## src/rtl/fpa_operand_gen.sv

```systemverilog
// fpa_operand_gen: LFSR-driven IEEE-754 operand-pair transmitter for the FP adder.
// Emits num_pairs (A,B) pairs of the selected class over a valid/ready handshake.
// Optional feature macro: FPA_GEN_ABORT_EN adds an 'abort' input that ends a run early.
`timescale 1ns/1ps
module fpa_operand_gen #(
   parameter logic [31:0] SEED    = 32'hACE1_2468,
   parameter int unsigned COUNT_W = 16
) (
   input  logic               clk,
   input  logic               rst_n,
   input  logic               start,
   input  logic [2:0]         class_a,
   input  logic [2:0]         class_b,
   input  logic [COUNT_W-1:0] num_pairs,
`ifdef FPA_GEN_ABORT_EN
   input  logic               abort,
`endif
   output logic               out_valid,
   input  logic               out_ready,
   output logic [31:0]        number_A,
   output logic [31:0]        number_B,
   output logic               busy,
   output logic               done,
   output logic [COUNT_W-1:0] pairs_sent
);

   localparam logic [31:0] POLY       = 32'h8020_0003;
   localparam logic [31:0] SEED_A     = (SEED == 32'h0) ? 32'h1 : SEED;
   localparam logic [31:0] SEED_B_RAW = SEED ^ 32'h5A5A_5A5A;
   localparam logic [31:0] SEED_B     = (SEED_B_RAW == 32'h0) ? 32'h1 : SEED_B_RAW;

   typedef enum logic [1:0] {S_IDLE, S_SEND, S_DONE} state_t;

   state_t               r_state, w_state_nxt;
   logic [31:0]          r_lfsr_a, r_lfsr_b, w_lfsr_a_nxt, w_lfsr_b_nxt;
   logic [2:0]           r_cls_a, r_cls_b, w_cls_a_nxt, w_cls_b_nxt;
   logic [COUNT_W-1:0]   r_num, w_num_nxt, w_cnt_nxt;
   logic [31:0]          w_a_nxt, w_b_nxt, w_step_a, w_step_b;
   logic                 w_valid_nxt, w_xfer, w_last;

   // One Galois right-shift step of a 32-bit LFSR
   function automatic logic [31:0] f_step(input logic [31:0] s);
      return (s >> 1) ^ (s[0] ? POLY : 32'h0);
   endfunction

   // Shape raw LFSR bits into an operand of the requested class
   function automatic logic [31:0] f_operand(input logic [2:0] cls, input logic [31:0] r);
      logic [7:0]  exp;
      logic [22:0] man;
      exp = r[30:23];
      man = r[22:0];
      case (cls)
         3'd0:    f_operand = {r[31], 8'h00, 23'h0};
         3'd1:    f_operand = {r[31], 8'h00, (man == 23'h0) ? 23'h1 : man};
         3'd3:    f_operand = {r[31], 8'hFF, 23'h0};
         3'd4:    f_operand = {r[31], 8'hFF, (man == 23'h0) ? 23'h40_0000 : man};
         3'd7:    f_operand = r;
         default: begin
            if (exp == 8'h00)      exp = 8'h01;
            else if (exp == 8'hFF) exp = 8'hFE;
            f_operand = {r[31], exp, man};
         end
      endcase
   endfunction

   assign w_xfer   = out_valid & out_ready;
   assign w_last   = (pairs_sent == (r_num - COUNT_W'(1)));
   assign w_step_a = f_step(r_lfsr_a);
   assign w_step_b = f_step(r_lfsr_b);

   // Next-state and next-output decode
   always_comb begin
      w_state_nxt  = r_state;
      w_valid_nxt  = out_valid;
      w_a_nxt      = number_A;
      w_b_nxt      = number_B;
      w_lfsr_a_nxt = r_lfsr_a;
      w_lfsr_b_nxt = r_lfsr_b;
      w_cls_a_nxt  = r_cls_a;
      w_cls_b_nxt  = r_cls_b;
      w_num_nxt    = r_num;
      w_cnt_nxt    = pairs_sent;
      case (r_state)
         S_IDLE: begin
            if (start) begin
               w_cls_a_nxt = class_a;
               w_cls_b_nxt = class_b;
               w_num_nxt   = num_pairs;
               w_cnt_nxt   = '0;
               if (num_pairs == '0) begin
                  w_state_nxt = S_DONE;
               end else begin
                  w_state_nxt = S_SEND;
                  w_valid_nxt = 1'b1;
                  w_a_nxt     = f_operand(class_a, r_lfsr_a);
                  w_b_nxt     = f_operand(class_b, r_lfsr_b);
               end
            end
         end
         S_SEND: begin
            if (w_xfer) begin
               w_lfsr_a_nxt = w_step_a;
               w_lfsr_b_nxt = w_step_b;
               w_cnt_nxt    = pairs_sent + COUNT_W'(1);
               w_a_nxt      = f_operand(r_cls_a, w_step_a);
               w_b_nxt      = f_operand(r_cls_b, w_step_b);
               if (w_last) begin
                  w_valid_nxt = 1'b0;
                  w_state_nxt = S_DONE;
               end
            end
`ifdef FPA_GEN_ABORT_EN
            if (abort) begin
               w_valid_nxt = 1'b0;
               w_state_nxt = S_IDLE;
            end
`endif
         end
         S_DONE:  w_state_nxt = S_IDLE;
         default: w_state_nxt = S_IDLE;
      endcase
   end

   // State, datapath and registered outputs
   always_ff @(posedge clk or negedge rst_n) begin
      if (!rst_n) begin
         r_state    <= S_IDLE;
         r_lfsr_a   <= SEED_A;
         r_lfsr_b   <= SEED_B;
         r_cls_a    <= 3'd0;
         r_cls_b    <= 3'd0;
         r_num      <= '0;
         pairs_sent <= '0;
         out_valid  <= 1'b0;
         number_A   <= 32'h0;
         number_B   <= 32'h0;
         busy       <= 1'b0;
         done       <= 1'b0;
      end else begin
         r_state    <= w_state_nxt;
         r_lfsr_a   <= w_lfsr_a_nxt;
         r_lfsr_b   <= w_lfsr_b_nxt;
         r_cls_a    <= w_cls_a_nxt;
         r_cls_b    <= w_cls_b_nxt;
         r_num      <= w_num_nxt;
         pairs_sent <= w_cnt_nxt;
         out_valid  <= w_valid_nxt;
         number_A   <= w_a_nxt;
         number_B   <= w_b_nxt;
         busy       <= (w_state_nxt != S_IDLE);
         done       <= (w_state_nxt == S_DONE);
      end
   end

endmodule

```

## config.mk

```make
export PLATFORM = sky130hd
export DESIGN_NAME = fpa_operand_gen
export DESIGN_NICKNAME = d
export VERILOG_FILES = /design/src/rtl/fpa_operand_gen.sv
export SDC_FILE = /design/constraint.sdc
export NUM_CORES = 1
export LEC_CHECK = 0
export ABC_AREA = 1
export CORE_ASPECT_RATIO = 0.75
export CORE_MARGIN = 2
export CORE_UTILIZATION = 51
export DETAILED_ROUTE_END_ITERATION = 10
export GPL_TIMING_DRIVEN = 1
export PLACE_DENSITY = 0.8
export SYNTH_ARGS = -nofsm -noshare
export SYNTH_HDL_FRONTEND = slang
export SYNTH_SLANG_ARGS = --single-unit
```

## constraint.sdc

```tcl
create_clock -name clk -period 2.14 [get_ports clk]
set_clock_uncertainty 0.15 [all_clocks]
set_input_delay 0.214 -clock clk [delete_from_list [all_inputs] [get_ports clk]]
set_output_delay 0.214 -clock clk [all_outputs]
set_load 0.01 [all_outputs]
```

# Word level (Yosys, flattened, before mapping)
# Index checks and enable logic that the tools add are counted.
[op_classes]
addsub = 2
n_eq_ne = 27
muxes = 43
bitwise_logic = 3
reduce_logical = 21
[op_table]
columns = ["op", "count"]
rows = [
  ["$pmux W31 S5", 4],
  ["$mux W32", 8],
  ["$mux W23", 8],
  ["$pmux W32 S2", 2],
  ["$logic_not A23 Y1", 4],
  ["$mux W8", 8],
  ["$xor A31 B32 Y32", 2],
  ["$eq A8 B8 Y1 const B", 4],
  ["$logic_not A8 Y1", 4],
  ["$mux W16", 2],
  ["$pmux W16 S2", 1],
  ["$eq A3 B3 Y1 const B", 8],
  ["$add A16 B1 Y16 const B", 1],
  ["$eq A16 B16 Y1", 1],
  ["$logic_not A16 Y1", 1],
  ["$sub A16 B1 Y16 const B", 1],
  ["$eq A3 B1 Y1 const B", 4],
  ["$eq A3 B2 Y1 const B", 4],
  ["$logic_not A3 Y1", 4],
  ["$mux W2", 4],
  ["$ne A2 B2 Y1 const B", 4],
  ["$reduce_and A5 Y1", 1],
  ["$mux W1", 4],
  ["$pmux W2 S2", 1],
  ["9 further kinds", 11],
]
[totals]
register_bits = 171
inputBits = 26
wordCells = 108

# Logic depth before layout (Yosys ltp)
# Gate-level depths: netlist (run 1).
[logic_depth]
depth_word = 8
mapped_depth = 16
ltp_nobuf = 16

# Worst setup path after synthesis (run 1)
# No wires, ideal clock.
[synth_timing]
path_kind = "register -> register"
startpoint = "reg r_lfsr_b[1]"
endpoint = "reg number_B[13]"
arrival_time_ns = 1.918
required_ns = 1.865
path_slack_ns = -0.052
stages_incl_launch_ff = 12
synth_period_minus_slack_ns = 2.192
cell_sequence = "dfstp_2 -> inv_1 -> ha_1 -> inv_1 -> nand3_1 -> nor4_1 -> nand2_1 -> o21ai_0 -> nand2_1 -> buf_2 -> nand3_1 -> nand3_1"
[synth_via]
elab_chain_len = 6
word_cells_on_any_way = 13
[synth_rtl]
columns = ["item", "line", "source"]
rows = [
  ["from (decl)", "35", "logic [31:0] r_lfsr_a, r_lfsr_b, w_lfsr_a_nxt, w_lfsr_b_nxt;"],
  ["from (signal assigned)", "142", "r_lfsr_b <= w_lfsr_b_nxt;"],
  ["$xor A31 B32 Y32 (*)", "43", "return (s >> 1) ^ (s[0] ? POLY : 32'h0);"],
  ["named net w_step_b[0]", "38", "logic [31:0] w_a_nxt, w_b_nxt, w_step_a, w_step_b;"],
  ["$logic_not A23 Y1 (*)", "54, 56", ""],
  ["$mux W23, on equally long branches", "56, 54", ""],
  ["$pmux W31 S5 (*)", "52", "case (cls)"],
  ["$mux W32 (*)", "101", "if (w_xfer) begin"],
  ["$pmux W32 S2 (*)", "83", "case (r_state)"],
  ["to (signal assigned)", "149", "number_B <= w_b_nxt;"],
  ["to (decl)", "21", "output logic [31:0] number_B,"],
]
# The timed path passes the listed nets; every way through them passes the cells marked *. The select of a mux whose other input is x is not followed.
# A chain may end at the register's enable or synchronous reset.

# Worst setup path in the final report (run 1)
[layout_timing]
startpoint = "reg r_num[2]"
endpoint = "reg out_valid"
[layout_via]
elab_chain_len = 4
[layout_rtl]
columns = ["item", "line", "source"]
rows = [
  ["from (decl)", "37", "logic [COUNT_W-1:0] r_num, w_num_nxt, w_cnt_nxt;"],
  ["from (signal assigned)", "145", "r_num <= w_num_nxt;"],
  ["$sub A16 B1 Y16", "67", "assign w_last = (pairs_sent == (r_num - COUNT_W'(1)));"],
  ["$eq A16 B16 Y1", "67", ""],
  ["$ne A2 B2 Y1 (no line)", "--", ""],
  ["$reduce_and A5 Y1 (no line)", "--", ""],
  ["to (signal assigned)", "147", "out_valid <= w_valid_nxt;"],
  ["to (decl)", "18", "output logic out_valid,"],
]
# No other way between the ends.

==> results of run 1 <==
per-stage QoR:
stage	total power (W)	setup WS [ns]	hold slack [ns]	util	TNS, ns
final	0.0126	0.0389	0.164	0.676	0
after global routing	0.0133	-0.0777	0.217	0.676	-0.208
after CTS	0.0124	-0.0461	0.171	0.665	-0.568
after detailed placement	0.00902	-0.0544	0.0627	0.619	-0.212
after global placement	0.00890	-0.0610	0.0604	0.619	-0.141
after floorplan	0.00713	0.116	-0.232	-	0
worst max-delay path, delay by kind of cell, from the launching register on:
kind | cells | cell delay (ns)
buffers and inverters | 1 | 0.16
and+or+nand+nor | 12 | 1.22
DFF | 1 | 0.45
flip-flops by register name (all words and copies together), names as in the netlist:
name,count
number_A,32
done,1
r_lfsr_a,32
r_state,2
r_num,16
pairs_sent,16
r_cls_a,3
number_B,32
r_cls_b,3
r_lfsr_b,32
busy,1
out_valid,1
cells in the mapped netlist, types with 2 or more instances:
library cell / number
clkbuf_1: 32
o211ai_1: 2
nand3b_1: 6
nor3_1: 13
and2_1: 4
inv_1: 140
xnor2_1: 8
a31oi_1: 41
xor2_1: 10
nor4_1: 5
nand4_1: 22
nand3_1: 111
o22ai_1: 2
o21ai_0: 133
ha_1: 4
nand2_1: 276
buf_2: 10
dfstp_2: 34
nor2_4: 2
a21oi_1: 29
buf_4: 3
inv_2: 4
a41oi_1: 26
nor2_2: 5
nor2_1: 128
buf_1: 9
dfrtp_1: 137
worst paths after layout:
path / to / slack, ns
min: number_A[17] / 0.16
max: out_valid / 0.04
min in group clk: r_num[14] / 0.20
max in group asynchronous: r_lfsr_b[19] / 0.92
max reg2reg: out_valid / 0.04
min reg2reg: number_B[22] / 0.33
power by group through the flow:
stage / registers (W) / logic [W] / clock network (W)
2_1_floorplan: 0.00501 / 0.00213 / 0
3_3_place_gp: 0.00499 / 0.00391 / 0
3_5_place_dp: 0.00501 / 0.00401 / 0
4_1_cts: 0.00497 / 0.00425 / 0.00318
5_1_grt: 0.00512 / 0.00486 / 0.00331
6_report: 0.00502 / 0.00443 / 0.00316
what timing repair did:
item / CTS / global route
hold endpoints to repair: 56 / 0
setup buffers: 3 / 6
gates cloned: 1 / 0
resized for setup: 41 / 34
pin swaps: 5 / 11
hold buffers: 1 / 0
endpoints found under the setup margin: 22 / 28
metal layers:
layer,wire length (um),global-route usage,vias to the layer above
met5,0,0,-
met4,469,0.0898,0
met3,2130,0.0453,40
met2,11600,0.417,426
met1,11900,0.411,4332
li1,-,-,4297
layout make-up:
type / instances / area, sq um
Timing Repair Buffer: 179 / 1760
Tap cell: 242 / 303
Inverter: 145 / 547
Clock inverter: 14 / 159
Clock buffer: 18 / 429
Sequential cell: 171 / 4320
Fill cell: 1447 / 5730
Multi-Input combinational cell: 838 / 4410
logic make-up (layout without fill, tap and decap cells):
logic type | count (synthesis) | after routing | share of synthesized area
AO/OA/AOI/OAI | 238 | 238 | 0.148
XOR/XNOR | 18 | 18 | 0.0172
adder cells (fa/ha/maj) | 4 | 4 | 0.00545
buffers and inverters | 200 | 356 | 0.0854
flip-flops | 171 | 171 | 0.471
AND/OR/NAND/NOR | 578 | 578 | 0.273
==> flow_metrics.tcl, run 1 <==
set metrics [dict create \
    cts_sinks 171 \
    nNetsFinal 1382 \
    run_status "finished, final reports clean" \
    placed_cell_area_sq_um 10900 \
    critPathCaptureType "flip-flop" \
    die_w_um 159 \
    via_per_inst 5.66 \
    synth_edf_count 0 \
    num_rows 42 \
    io_pins 109 \
    grt_max_degree 124 \
    intPower_w 0.00795 \
    yosys_register_bits 171 \
    yosysWarnings 0 \
    path_common_cell "nand2_1" \
    p_sw_frac 0.369 \
    maxCapViolations 0 \
    final_cell_mix "nand2_1 (268), inv_1 (137), dfrtp_1 (136)" \
    synthArstFlopShare 1.00 \
    yosysSeqAreaShare 0.471 \
    clockRootBuffer "clkbuf_16" \
    p_comb_frac 0.351 \
    hold_viol_final 0 \
    drt_iter0_drc 1089 \
    syn_area_sq_um 9180 \
    grt_pass1_vias 8544 \
    tightestPinTransition_ns 0.540 \
    period_share 0.982 \
    start_util 0.520 \
    routedWlPerCell_um 16.2 \
    reg2regPathDepth 13 \
    leakagePower_nw 5.37 \
    layout_commonest_cell "nand2_1" \
    start_kind "flip-flop" \
    syn_avg_cell_area_sq_um 7.60 \
    crit_arrival_ns 2.27 \
    hp-class "in -> async" \
    grt.total_usage 0.277 \
    timing.fmax_mhz 476 \
    yosysTopAreaCellShare 0.373 \
    clkPwrFrac 0.251 \
    power.density_nw_per_um2 1060 \
    p_seq_frac 0.398 \
    routed_wl_um 26100 \
    grt_pass1_wl_um 42700 \
    drcViolationCount 0 \
    dieArea_sq_um 19100 \
    synthCells 1209 \
    setup_viol 0 \
    numPortBuffers 108 \
    cpPeakStageDelay_ns 0.45 \
    p_switching_w 0.00465 \
    vias 9095 \
    clkSlewWorstSetupHoldPaths_ns 0.07 \
    antennaDiodeCount 0 \
    reg2reg_from "r_num[2]" \
    relSlewSlack 0.640 \
    fin_cells 1607 \
    maxSlewViolCount 0 \
    dpl.cell_count 1565 \
    rsz0062_at_grt "yes" \
    place.gp.congestion 0.969 \
    numCtsBuffers 17 \
    final_cell_area_sq_um 11900 \
    first_pass_iters 8 \
    worstPathCellList "nor2_1 > nand2_4 > buf_4 > nand3_1 > nand3_1 > nor2_1 > nand2_1 > nor2_1 > nand3_1 > nor2_4 > nand2_1 > nand2_1 > nand2_1" \
    core_sq_um 17700 \
    chipHeight_um 120 \
    startpoint "r_num[2]" \
    yosys_most_used_dff "dfrtp_1" \
    synthTopCellsByArea "dfrtp_1 (37%), nand2_1 (11%), dfstp_2 (9.7%), o21ai_0 (7.2%), nand3_1 (6.0%)" \
    synthesis.nets 1239 \
    cp_slowest_cell "dfrtp_1" \
    fin_crit_ns 2.10 \
    drive_gt1_frac 0.158 \
    overflow 0 \
    grt_antenna_before_repair 0 \
    cts_tree "yes" \
    insertion_delay_ns 0.43 \
    required_ns 2.31 \
    htree_levels 4 \
    synthToLayoutAreaGrowth_pct 29.9 \
    vdd_drop_max_mv 0.525 \
    worstSetupPathType "reg -> reg" \
    dpl.hpwl_um 17500 \
    synth.distinct_cells 40 \
    crit_fanout 5 \
    ant_nets 0 \
    yosys.area.top_type "dfrtp_1" \
    cts_buffer_depth 2 \
]
No activity file was read; power rests on OpenSTA's default activity.
==> run 2: changes to the inputs <==
- SKIP_CTS_REPAIR_TIMING: not set -> 1
==> run 2 against run 1 <==
Compared with the run above:
- the run now ends with setup timing left
- power fell by 0.18%
- critical path depth fell by 2
- sequential power barely moved
- worst setup slack got worse by 0.10 ns
- utilization barely moved
- die area did not move
- hold slack improved by 0.0031 ns
- critical path type unchanged
- largest cell class unchanged
==> flow_metrics.tcl, run 2 (synthesis gave the netlist of run 1 again) <==
set metrics [dict create \
    tightestPinTransition_ns 0.544 \
    relSlewSlack 0.637 \
    crit_fanout 8 \
    first_pass_iters 6 \
    insertion_delay_ns 0.44 \
    use_met1 0.405 \
    overflow 0 \
    drive_gt1_frac 0.154 \
    dpl.cell_count 1565 \
    fin_cells 1606 \
    final_cell_mix "nand2_1 (264), inv_1 (136), dfrtp_1 (136)" \
    met2_usage 0.406 \
    ant_nets 0 \
    grt_max_degree 124 \
    maxSlewViolCount 0 \
    dpl.hpwl_um 17500 \
    fin_setup_tns_ns -0.846 \
    num_rows 42 \
    grt_antenna_before_repair 0 \
    rsz0062_at_grt "yes" \
    grt_pass1_vias 8372 \
    busiest_layer "met2" \
    pre_cts_ws_ns -0.0544 \
    cts_sinks 171 \
    vias 9052 \
    design_power_total_w 0.0126 \
    timing.fmax_mhz 454 \
    period_share 1.03 \
    run_status "finished, violations left" \
    use_met3 0.0463 \
    hp-class "in -> async" \
    cts_buffer_depth 2 \
    grt.total_usage 0.271 \
    leakagePower_nw 5.34 \
    htree_levels 4 \
    layout_commonest_cell "nand2_1" \
    via_per_inst 5.64 \
    clockRootBuffer "clkbuf_16" \
    nNetsFinal 1381 \
    place.gp.congestion 0.969 \
    grt_pass1_wl_um 41900 \
    fin_ws_ns -0.0623 \
    synthToLayoutAreaGrowth_pct 29.8 \
    hold_viol_final 0 \
    routedWlPerCell_um 16.2 \
    start_util 0.520 \
    antennaDiodeCount 0 \
    chipHeight_um 120 \
    drcViolationCount 0 \
    routed_wl_um 25900 \
    critPathCaptureType "flip-flop" \
    die_w_um 159 \
    required_ns 2.31 \
    cts_tree "yes" \
    power.density_nw_per_um2 1060 \
    fin_crit_ns 2.20 \
    crit_arrival_ns 2.37 \
    worstSetupPathType "reg -> reg" \
    start_kind "flip-flop" \
    core_sq_um 17700 \
    numPortBuffers 108 \
    numCtsBuffers 17 \
    setup_viol 16 \
    failed_checks "setup timing" \
    vdd_drop_max_mv 0.527 \
    maxCapViolations 0 \
    dieArea_sq_um 19100 \
    clkSlewWorstSetupHoldPaths_ns 0.07 \
    io_pins 109 \
    drt_iter0_drc 1141 \
]
## run 2: cell count changes in the layout (fill, tap and decap cells not counted), moves of 2 or more
cell | before | now
nand3_2 | 31 | 16
buf_4 | 59 | 57
nand2_2 | 6 | 10
nand2_1 | 268 | 264
nand3_1 | 81 | 91
nand3_4 | 0 | 5
## run 2: through the flow
stage          utilization  instance area, sq um  hold WS [ns]
6_report             0.675                 11900         0.167
5_1_grt              0.675                 11900         0.217
4_1_cts              0.652                 11500        -0.400
3_5_place_dp         0.619                 10900        0.0627
3_3_place_gp         0.619                 10900        0.0604
2_1_floorplan            -                  9190        -0.232
## run 2: cell type report
type	instances	area [sq um]
Tap cell	242	303
Multi-Input combinational cell	838	4410
Sequential cell	171	4320
Clock inverter	14	159
Fill cell	1441	5730
Inverter	145	547
Timing Repair Buffer	178	1760
Clock buffer	18	429
## run 2: where the power goes
part / leakage (nW) / internal [W] / switching, W
combinational: 3.00 / 0.00197 / 0.00245
sequential: 2.06 / 0.00422 / 0.000786
clock: 0.277 / 0.00175 / 0.00140
## run 2: final timing paths
check,startpoint,to,slack (ns),cells past startpoint
worst max-delay path,r_lfsr_b[1],number_B[5],-0.06,11
worst min-delay path,rst_n,number_A[17],0.17,2
worst max register to register,r_lfsr_b[1],number_B[5],-0.06,11
worst min register to register,number_B[23],number_B[23],0.34,2
max in group asynchronous,rst_n,r_lfsr_b[19],0.92,3
min in group clk,num_pairs[14],r_num[14],0.20,3
## run 2: critical path: stages (launching register included)
cell,delay (ns)
dfstp_2,0.54
inv_2,0.05
ha_4,0.22
inv_2,0.07
nand3_2,0.10
nor4_4,0.33
nand2_2,0.11
o21ai_2,0.07
nand2_2,0.12
buf_12,0.20
nand3_2,0.06
nand3_2,0.07
## run 2: per-layer routing
layer / vias up / wire length, um / share of wire
met1: 4287 / 11900 / 0.46
met2: 428 / 11400 / 0.44
li1: 4297 / - / -
met3: 40 / 2180 / 0.084
met4: 0 / 451 / 0.017
met5: - / 0 / 0
==> run 3: changes to the inputs <==
- CTS_CLUSTER_SIZE: not set -> 12
==> results of run 3 <==
The final DEF is identical to that of run 2; final timing and power are the same.
